[config.mk]
export PLATFORM = sky130hd
export DESIGN_NAME = bus_arbiter
export DESIGN_NICKNAME = d
export VERILOG_FILES = /design/src/rtl/bus_arbiter.sv
export SDC_FILE = /design/constraint.sdc
export NUM_CORES = 1
export LEC_CHECK = 0
export ABC_AREA = 1
export CAP_MARGIN = 25
export CORE_MARGIN = 1
export CORE_UTILIZATION = 40
export CTS_CLUSTER_SIZE = 25
export DETAILED_ROUTE_END_ITERATION = 8
export GPL_TIMING_DRIVEN = 1
export PLACE_DENSITY = 0.84
export SLEW_MARGIN = 20
export SYNTH_ARGS = -nofsm -noshare
export SYNTH_HDL_FRONTEND = slang
export SYNTH_SLANG_ARGS = --single-unit
[constraint.sdc]
create_clock -name clk_i -period 4.3 [get_ports clk_i]
set_input_delay 0.86 -clock clk_i [delete_from_list [all_inputs] [get_ports clk_i]]
set_output_delay 0.86 -clock clk_i [all_outputs]
set_load 0.05 [all_outputs]
[src/rtl/bus_arbiter.sv]
// Two-master arbiter (instruction fetch, data access) onto one registered memory port, with wait timeout.
// Optional macro BUS_ARB_RR_EN: round-robin between the two masters on contention (default build: data has priority).
module bus_arbiter #(
    parameter int TIMEOUT = 64
) (
    input  logic        clk_i,
    input  logic        rst_i,
    input  logic        if_req_i,
    input  logic [31:0] if_addr_i,
    output logic [31:0] if_rdata_o,
    output logic        if_ack_o,
    input  logic        mem_req_i,
    input  logic        mem_we_i,
    input  logic [3:0]  mem_sel_i,
    input  logic [31:0] mem_addr_i,
    input  logic [31:0] mem_wdata_i,
    output logic [31:0] mem_rdata_o,
    output logic        mem_ack_o,
    output logic        bus_req_o,
    output logic        bus_we_o,
    output logic [3:0]  bus_sel_o,
    output logic [31:0] bus_addr_o,
    output logic [31:0] bus_wdata_o,
    input  logic [31:0] bus_rdata_i,
    input  logic        bus_ack_i,
    output logic        stall_o,
    output logic        err_o
);

    // state | meaning
    // IDLE  | bus free, arbitrate between eligible requesters
    // GNT_I | fetch owns the bus, waiting for bus_ack_i or timeout
    // GNT_D | data access owns the bus, waiting for bus_ack_i or timeout
    typedef enum logic [1:0] {
        IDLE  = 2'd0,
        GNT_I = 2'd1,
        GNT_D = 2'd2
    } state_t;

    localparam logic [7:0] CNT_LAST = 8'(TIMEOUT - 1);

    state_t     state, state_nxt;
    logic [7:0] wait_cnt;
    logic       if_elig, mem_elig, pick_data;
    logic       grant_d, grant_i, done, abort;

    // A requester whose ack is high this cycle is still holding req; mask it.
    assign if_elig  = if_req_i & ~if_ack_o;
    assign mem_elig = mem_req_i & ~mem_ack_o;
    assign stall_o  = (if_req_i & ~if_ack_o) | (mem_req_i & ~mem_ack_o);

`ifdef BUS_ARB_RR_EN
    logic last_fetch;
    assign pick_data = last_fetch;
`else
    assign pick_data = 1'b1;
`endif

    always_comb begin
        state_nxt = state;
        grant_d   = 1'b0;
        grant_i   = 1'b0;
        done      = 1'b0;
        abort     = 1'b0;
        case (state)
            IDLE: begin
                if (mem_elig && (!if_elig || pick_data)) begin
                    grant_d   = 1'b1;
                    state_nxt = GNT_D;
                end else if (if_elig) begin
                    grant_i   = 1'b1;
                    state_nxt = GNT_I;
                end
            end
            GNT_I, GNT_D: begin
                if (bus_ack_i) begin
                    done      = 1'b1;
                    state_nxt = IDLE;
                end else if (wait_cnt == CNT_LAST) begin
                    abort     = 1'b1;
                    state_nxt = IDLE;
                end
            end
            default: state_nxt = IDLE;
        endcase
    end

    always_ff @(posedge clk_i) begin
        if (rst_i) begin
            state <= IDLE;
        end else begin
            state <= state_nxt;
        end
    end

    always_ff @(posedge clk_i) begin
        if (rst_i) begin
            wait_cnt    <= 8'd0;
            bus_req_o   <= 1'b0;
            bus_we_o    <= 1'b0;
            bus_sel_o   <= 4'd0;
            bus_addr_o  <= 32'd0;
            bus_wdata_o <= 32'd0;
            if_ack_o    <= 1'b0;
            mem_ack_o   <= 1'b0;
            err_o       <= 1'b0;
            if_rdata_o  <= 32'd0;
            mem_rdata_o <= 32'd0;
        end else begin
            if_ack_o  <= 1'b0;
            mem_ack_o <= 1'b0;
            err_o     <= 1'b0;
            if (grant_d) begin
                wait_cnt    <= 8'd0;
                bus_req_o   <= 1'b1;
                bus_we_o    <= mem_we_i;
                bus_sel_o   <= mem_sel_i;
                bus_addr_o  <= mem_addr_i;
                bus_wdata_o <= mem_wdata_i;
            end else if (grant_i) begin
                wait_cnt    <= 8'd0;
                bus_req_o   <= 1'b1;
                bus_we_o    <= 1'b0;
                bus_sel_o   <= 4'hF;
                bus_addr_o  <= if_addr_i;
                bus_wdata_o <= 32'd0;
            end else if (done || abort) begin
                bus_req_o <= 1'b0;
                err_o     <= abort;
                if (state == GNT_D) begin
                    mem_ack_o   <= 1'b1;
                    mem_rdata_o <= done ? bus_rdata_i : 32'd0;
                end else begin
                    if_ack_o   <= 1'b1;
                    if_rdata_o <= done ? bus_rdata_i : 32'd0;
                end
            end else if (state != IDLE) begin
                wait_cnt <= wait_cnt + 8'd1;
            end
        end
    end

`ifdef BUS_ARB_RR_EN
    always_ff @(posedge clk_i) begin
        if (rst_i) begin
            last_fetch <= 1'b1;
        end else if (done || abort) begin
            last_fetch <= (state == GNT_I);
        end
    end
`endif

endmodule

-- Word level (Yosys, flattened, before mapping)
Index checks and enable logic that the tools add are counted.
- memory bits (writable): 0
- memories kept: 0
- output and inout port bits: 138
- bits of input ports: 138
- register bits after elaboration: 147
- ROM bits: 0
- latch bits: 0
- logic and storage cells: 68
- divide/modulo/power cells: 0
- $add $sub $neg: 1
- reductions and logical operators: 12
- shift operators: 0
- order comparisons: 0
- equal/unequal tests: 5
- multipliers: 0
- bitwise operators: 9
- muxes and demuxes: 29
- operators by type and width (operator ; number):
    32-bit two-way mux ; 5
    1-bit two-way mux ; 17
    8-bit by 1-bit adder with 8-bit output (second input constant) ; 1
    8-bit by 6-bit equality test with 1-bit output (second input constant) ; 1
    2-bit two-way mux ; 4
    4-bit two-way mux ; 2
    4-bit AND reduction ; 2
    3-bit inequality test (second input constant) ; 2
    1-bit NOT ; 6
    2-bit case mux with 2 select lines ; 1
    2-bit AND reduction ; 2
    2-bit nonzero test ; 2
    4-bit OR reduction ; 1
    3-bit nonzero test ; 1
    3-bit OR reduction ; 1
    1-bit bitwise AND ; 2
    2-bit by 1-bit equality test with 1-bit output (second input constant) ; 1
    2-bit equality test (second input constant) ; 1
    2-bit zero test ; 1
    2-bit OR reduction ; 1
    1-bit logical OR ; 1
    1-bit bitwise OR ; 1

-- Depth between registers and ports, before layout
- depth in word-level cells: 8
- mapped depth: 12
- depth with buffers taken out: 10

-- Worst setup path after synthesis
Ideal clock, no wire load.
- kind: input -> register
- start point: in if_req_i
- end point: reg if_rdata_o[15]
- path buffers: 2
- arrival time: 2.262 ns
- library setup time: 0.111 ns
- stages: 11
- setup slack: 1.927 ns
- required time: 4.189 ns
- cell sequence: inv_1 > o21ai_2 > nand2_2 > nand2_1 > inv_2 > nand2_4 > inv_2 > buf_6 > buf_8 > nor2_2 > nor2_2
- word-level cells in the longest chain between the ends: 6
- RTL lines (element ; RTL line ; source):
    start, declared ; 8 ; input logic if_req_i,
    1-bit bitwise AND ; 48 ; assign if_elig = if_req_i & ~if_ack_o;
    1-bit two-way mux ; 70 ; end else if (if_elig) begin
    1-bit two-way mux ; 67 ; if (mem_elig && (!if_elig || pick_data)) begin
    1-bit two-way mux ; 65 ; case (state)
    1-bit NOT (no line) ; - ;
    4-bit AND reduction (no line) ; - ;
    end signal, assigned ; 135 ; if_rdata_o <= done ? bus_rdata_i : 32'd0;
    end, declared ; 10 ; output logic [31:0] if_rdata_o,
No other way between the ends.
A chain may end at the register's enable or synchronous reset.

-- Worst setup path in the final report
- start point: in mem_req_i
- end point: out stall_o
- word-level cells in the longest chain between the ends: 2
- RTL lines (element ; RTL line ; source):
    start, declared ; 12 ; input logic mem_req_i,
    1-bit bitwise AND ; 50 ; assign stall_o = (if_req_i & ~if_ack_o) | (mem_req_i & ~mem_ack_o);
    1-bit bitwise OR ; 50 ;
    end, declared ; 26 ; output logic stall_o,
No other way between the ends.

==> results summary <==
The total negative slack came out at 0 ns. The standard cell area after detailed placement is 8820 µm². The initial antenna violation count came out at 0. Of the total power, the clock network draws 0.365. The total clock sinks came out at 147. The actual slew at the worst max-slew pin came out at 0.827 ns.

The delay of the slowest cell on the worst path came out at 0.86 ns. The final critical-path setup slack is 0.962 ns. Excluding fillers, the count of instances in the completed layout stands at 1,242. Among cell families on the critical path, the largest total delay comes from buffers and inverters. The final layout contains routed wiring with a total length of 19,100 µm. The critical path launch point type is a primary input. The minimum clock period after layout is 3.34 ns. STA classifies the critical path endpoint as an output pin.

Setup repair after global routing left no endpoint under its margin. The post-synthesis compound-gate area fraction came out at 0.119. The initial detailed-routing violation count is 407. The aggregate global-route resource usage is 0.245. The number of pins exceeding their max-slew limit in the final report is 0. The fmax came out at 0.300 GHz. The standby leakage power came out at 3.59 nW. The data required time at the worst endpoint came out at 3.44 ns.

The final number of hold-violating endpoints is 0. After synthesis, the mean cell area works out to 7.54 µm². The share of synthesized cell area in and, or, nand and nor gates is 0.325. The first-pass GRT wire length came out at 30,500 µm. The wire length per cell after detailed routing is 15.4 µm. Buffers placed on the I/O ports in this run total 275. For this design the top-level I/O count stands at 276.

The total power divided by cell area came out at 437 nW/µm². Counting along the longest clock path gives a buffer depth of 2. Once the clock tree was built, the setup fixing pass inserted 0 buffers. The critical path goes through clkdlybuf4s50_1, nand2_1, o21ai_2, clkdlybuf4s50_1. The clock latency of the later-clocked register in the worst-skew pair came out at 0.42 ns. The area growth from synthesis to layout came out at 56.5%.

The count of inserted antenna diode cells came out at 0. TritonCTS built the clock tree. The CTS buffer count came out at 17. The library cell used most frequently in the layout, excluding fill and tap cells, is clkdlybuf4s50_1. At the end of routability-driven placement, the weighted congestion stood at 0.810. The sequential fraction of design power came out at 0.369. The gate count of the mapped netlist is 798. The largest clock skew in the final design came out at 0.00910 ns. The relative slew slack is 0.449.

The total overflow left after global routing is 0. The slowest cell on the critical path is clkdlybuf4s50_1. The number of detailed-routing iterations run before antenna repair came out at 5.

The ratio of final minimum period to clock period came out at 0.776. After legalization and detailed placement, the total HPWL measured 13,200 µm. The mapped netlist covers 6020 µm².

Of all cell types, the one taking the most synthesized area is dfxtp_1. After floorplanning, the core was sized to cover 14,600 µm². The arithmetic-cell share of the synthesized area counting full adders, half adders and majority gates is 0.00623. For this run, design rule violations remaining after detail routing come to 0. In this run the clock root is driven by a clkbuf_16.

The finished cells cover 9420 µm². The floorplan step defined a die boundary enclosing 15,500 µm². For this configuration, the core starts out at a cell density of 0.413.

The worst slack at placement came out at 0.978 ns. The width of the die came out at 125 µm. The combinational power share came out at 0.266.

The worst ir drop on vdd came out at 268 µV. The H-tree depth came out at 4. The number of resized instances in the post-cts repair step came out at 0.

The main combinational cell family by area after synthesis is simple AND/OR/NAND/NOR gates. In the post-synthesis netlist, the biggest area contributors are dfxtp_1 (49%), nand2_1 (17%), a21oi_1 (6.7%). The part of the Yosys area used for sequential elements came out at 0.489.

The number of buffers and inverters on the critical path is 2. The final layout contains 1,186 nets. In this run, post-CTS hold repair placed 0 buffers. The final route contains 6,205 vias. The fraction of layout cells with a size suffix above 1 is 0.103.

Max-cap violations in this run came to 0. The die is 125 µm tall. The xor-xnor portion of the synthesized cell area came out at 0.00291. The share of synthesized area in the top cell type comes to 0.489. The number of warning messages in the yosys log is 0.

The biggest fanout along the worst timing path came out at 4. The portion of synthesized area spent on multiplexers is 0. The net switching fraction of the power is 0.333. The internal power is 2.74 mW. In the routed layout, each cell is associated on average with a via count of 5.00.

The number of library cell types mapped by synthesis came out at 26. The number of setup violations in the final report is 0. The top cell types in the final layout, fill and taps aside, are clkdlybuf4s50_1 (274), nand2_1 (266), dfxtp_1 (147), a21oi_1 (79), nand3_1 (64). The run finished with clean final reports. Entering global routing, the biggest net connects 75 pins. After synthesis the netlist holds a flip-flop and latch count of 147. The analysis attributes to net switching a power of 1.37 mW. The number of nets in the synthesized netlist came out at 939. Clock-pin slew was measured on the worst setup and hold paths at 0.06 ns. The category of the critical setup timing path is in2out. The antenna violation net count after detailed routing came out at 0.

The number of cells after detailed placement came out at 1,210. The type of the most critical hold path is reg2reg. The number of global-route vias before repair came to 5,860. The cell seen most often among critical-path stages is clkdlybuf4s50_1. The end-of-flow core utilization came out at 0.646. Data arrives at the worst endpoint at 2.48 ns. The row count came out at 44.
==> sequential cells by signal, indices dropped and copies added, names as in the netlist <==
signal       flops
bus_req_o        1
err_o            1
wait_cnt         8
bus_sel_o        4
bus_addr_o      32
mem_ack_o        1
bus_wdata_o     32
bus_we_o         1
if_ack_o         1
mem_rdata_o     32
state            2
if_rdata_o      32
==> cell families after synthesis <==
logic type               after synthesis
AND/OR/NAND/NOR                      449
flip-flops                           147
AO/OA/AOI/OAI                        118
buffers and inverters                 79
adder cells (fa/ha/maj)                3
XOR/XNOR                               2
==> final timing paths <==
check                     start             end  slack [ns]  depth (start not counted)
setup / recovery      mem_req_i         stall_o        0.96                          4
hold / removal    bus_addr_o[7]   bus_addr_o[7]        0.45                          2
hold reg to reg   bus_addr_o[7]   bus_addr_o[7]        0.45                          2
setup reg to reg       state[0]  if_rdata_o[24]        1.76                          9
==> worst reg2reg max path, cell delays in order, from the launching register on <==
cell and delay (ns):
dfxtp_1 0.32, inv_1 0.06, ha_1 0.30, nand2_1 0.24, clkinv_1 0.67, buf_4 0.52
nand2_1 0.11, nand3_1 0.09, nand2_1 0.10, nor2_2 0.04
==> layer usage <==
layer | vias to the layer above | part of all wire | GRT usage
met5 | - | 0 | 0
met4 | 0 | 0.021 | 0.102
met3 | 28 | 0.092 | 0.0855
met2 | 258 | 0.47 | 0.392
met1 | 2816 | 0.42 | 0.299
li1 | 3103 | - | -
==> power groups by stage <==
| stage | registers (mW) | logic, mW | clock network (mW) |
|---|---|---|---|
| floorplan | 1.89 | 0.341 | 0 |
| global placement | 1.55 | 1.09 | 0 |
| detailed placement | 1.55 | 1.09 | 0 |
| CTS | 1.52 | 1.10 | 1.53 |
| global route | 1.53 | 1.16 | 1.59 |
| finish | 1.52 | 1.09 | 1.50 |
==> cell type report <==
type | instances | area (µm²)
fillers | 1228 | 5170
well taps | 184 | 230
repair buffers | 284 | 2830
multi-input cells | 572 | 2730
clock buffers | 19 | 453
clock inverters | 13 | 149
inverters | 23 | 86.3
flip-flops and latches | 147 | 2940
==> per-stage QoR <==
step                hold slack (ns)  total power, mW
global placement              0.436             2.63
detailed placement            0.439             2.64
CTS                           0.452             4.15
floorplan                     0.441             2.23
global route                  0.473             4.29
finish                        0.451             4.11
==> cell usage after synthesis, drive strengths merged <==
cell	count
nand2	270
dfxtp	147
a21oi	80
nor2	77
nand3	65
clkbuf	32
o2111ai	32
or2	32
buf	24
inv	21
o21ai	6
nand4	4
ha	3
clkinv	2
xor2	2
nand3b	1
Power figures use the tool's default switching activity.
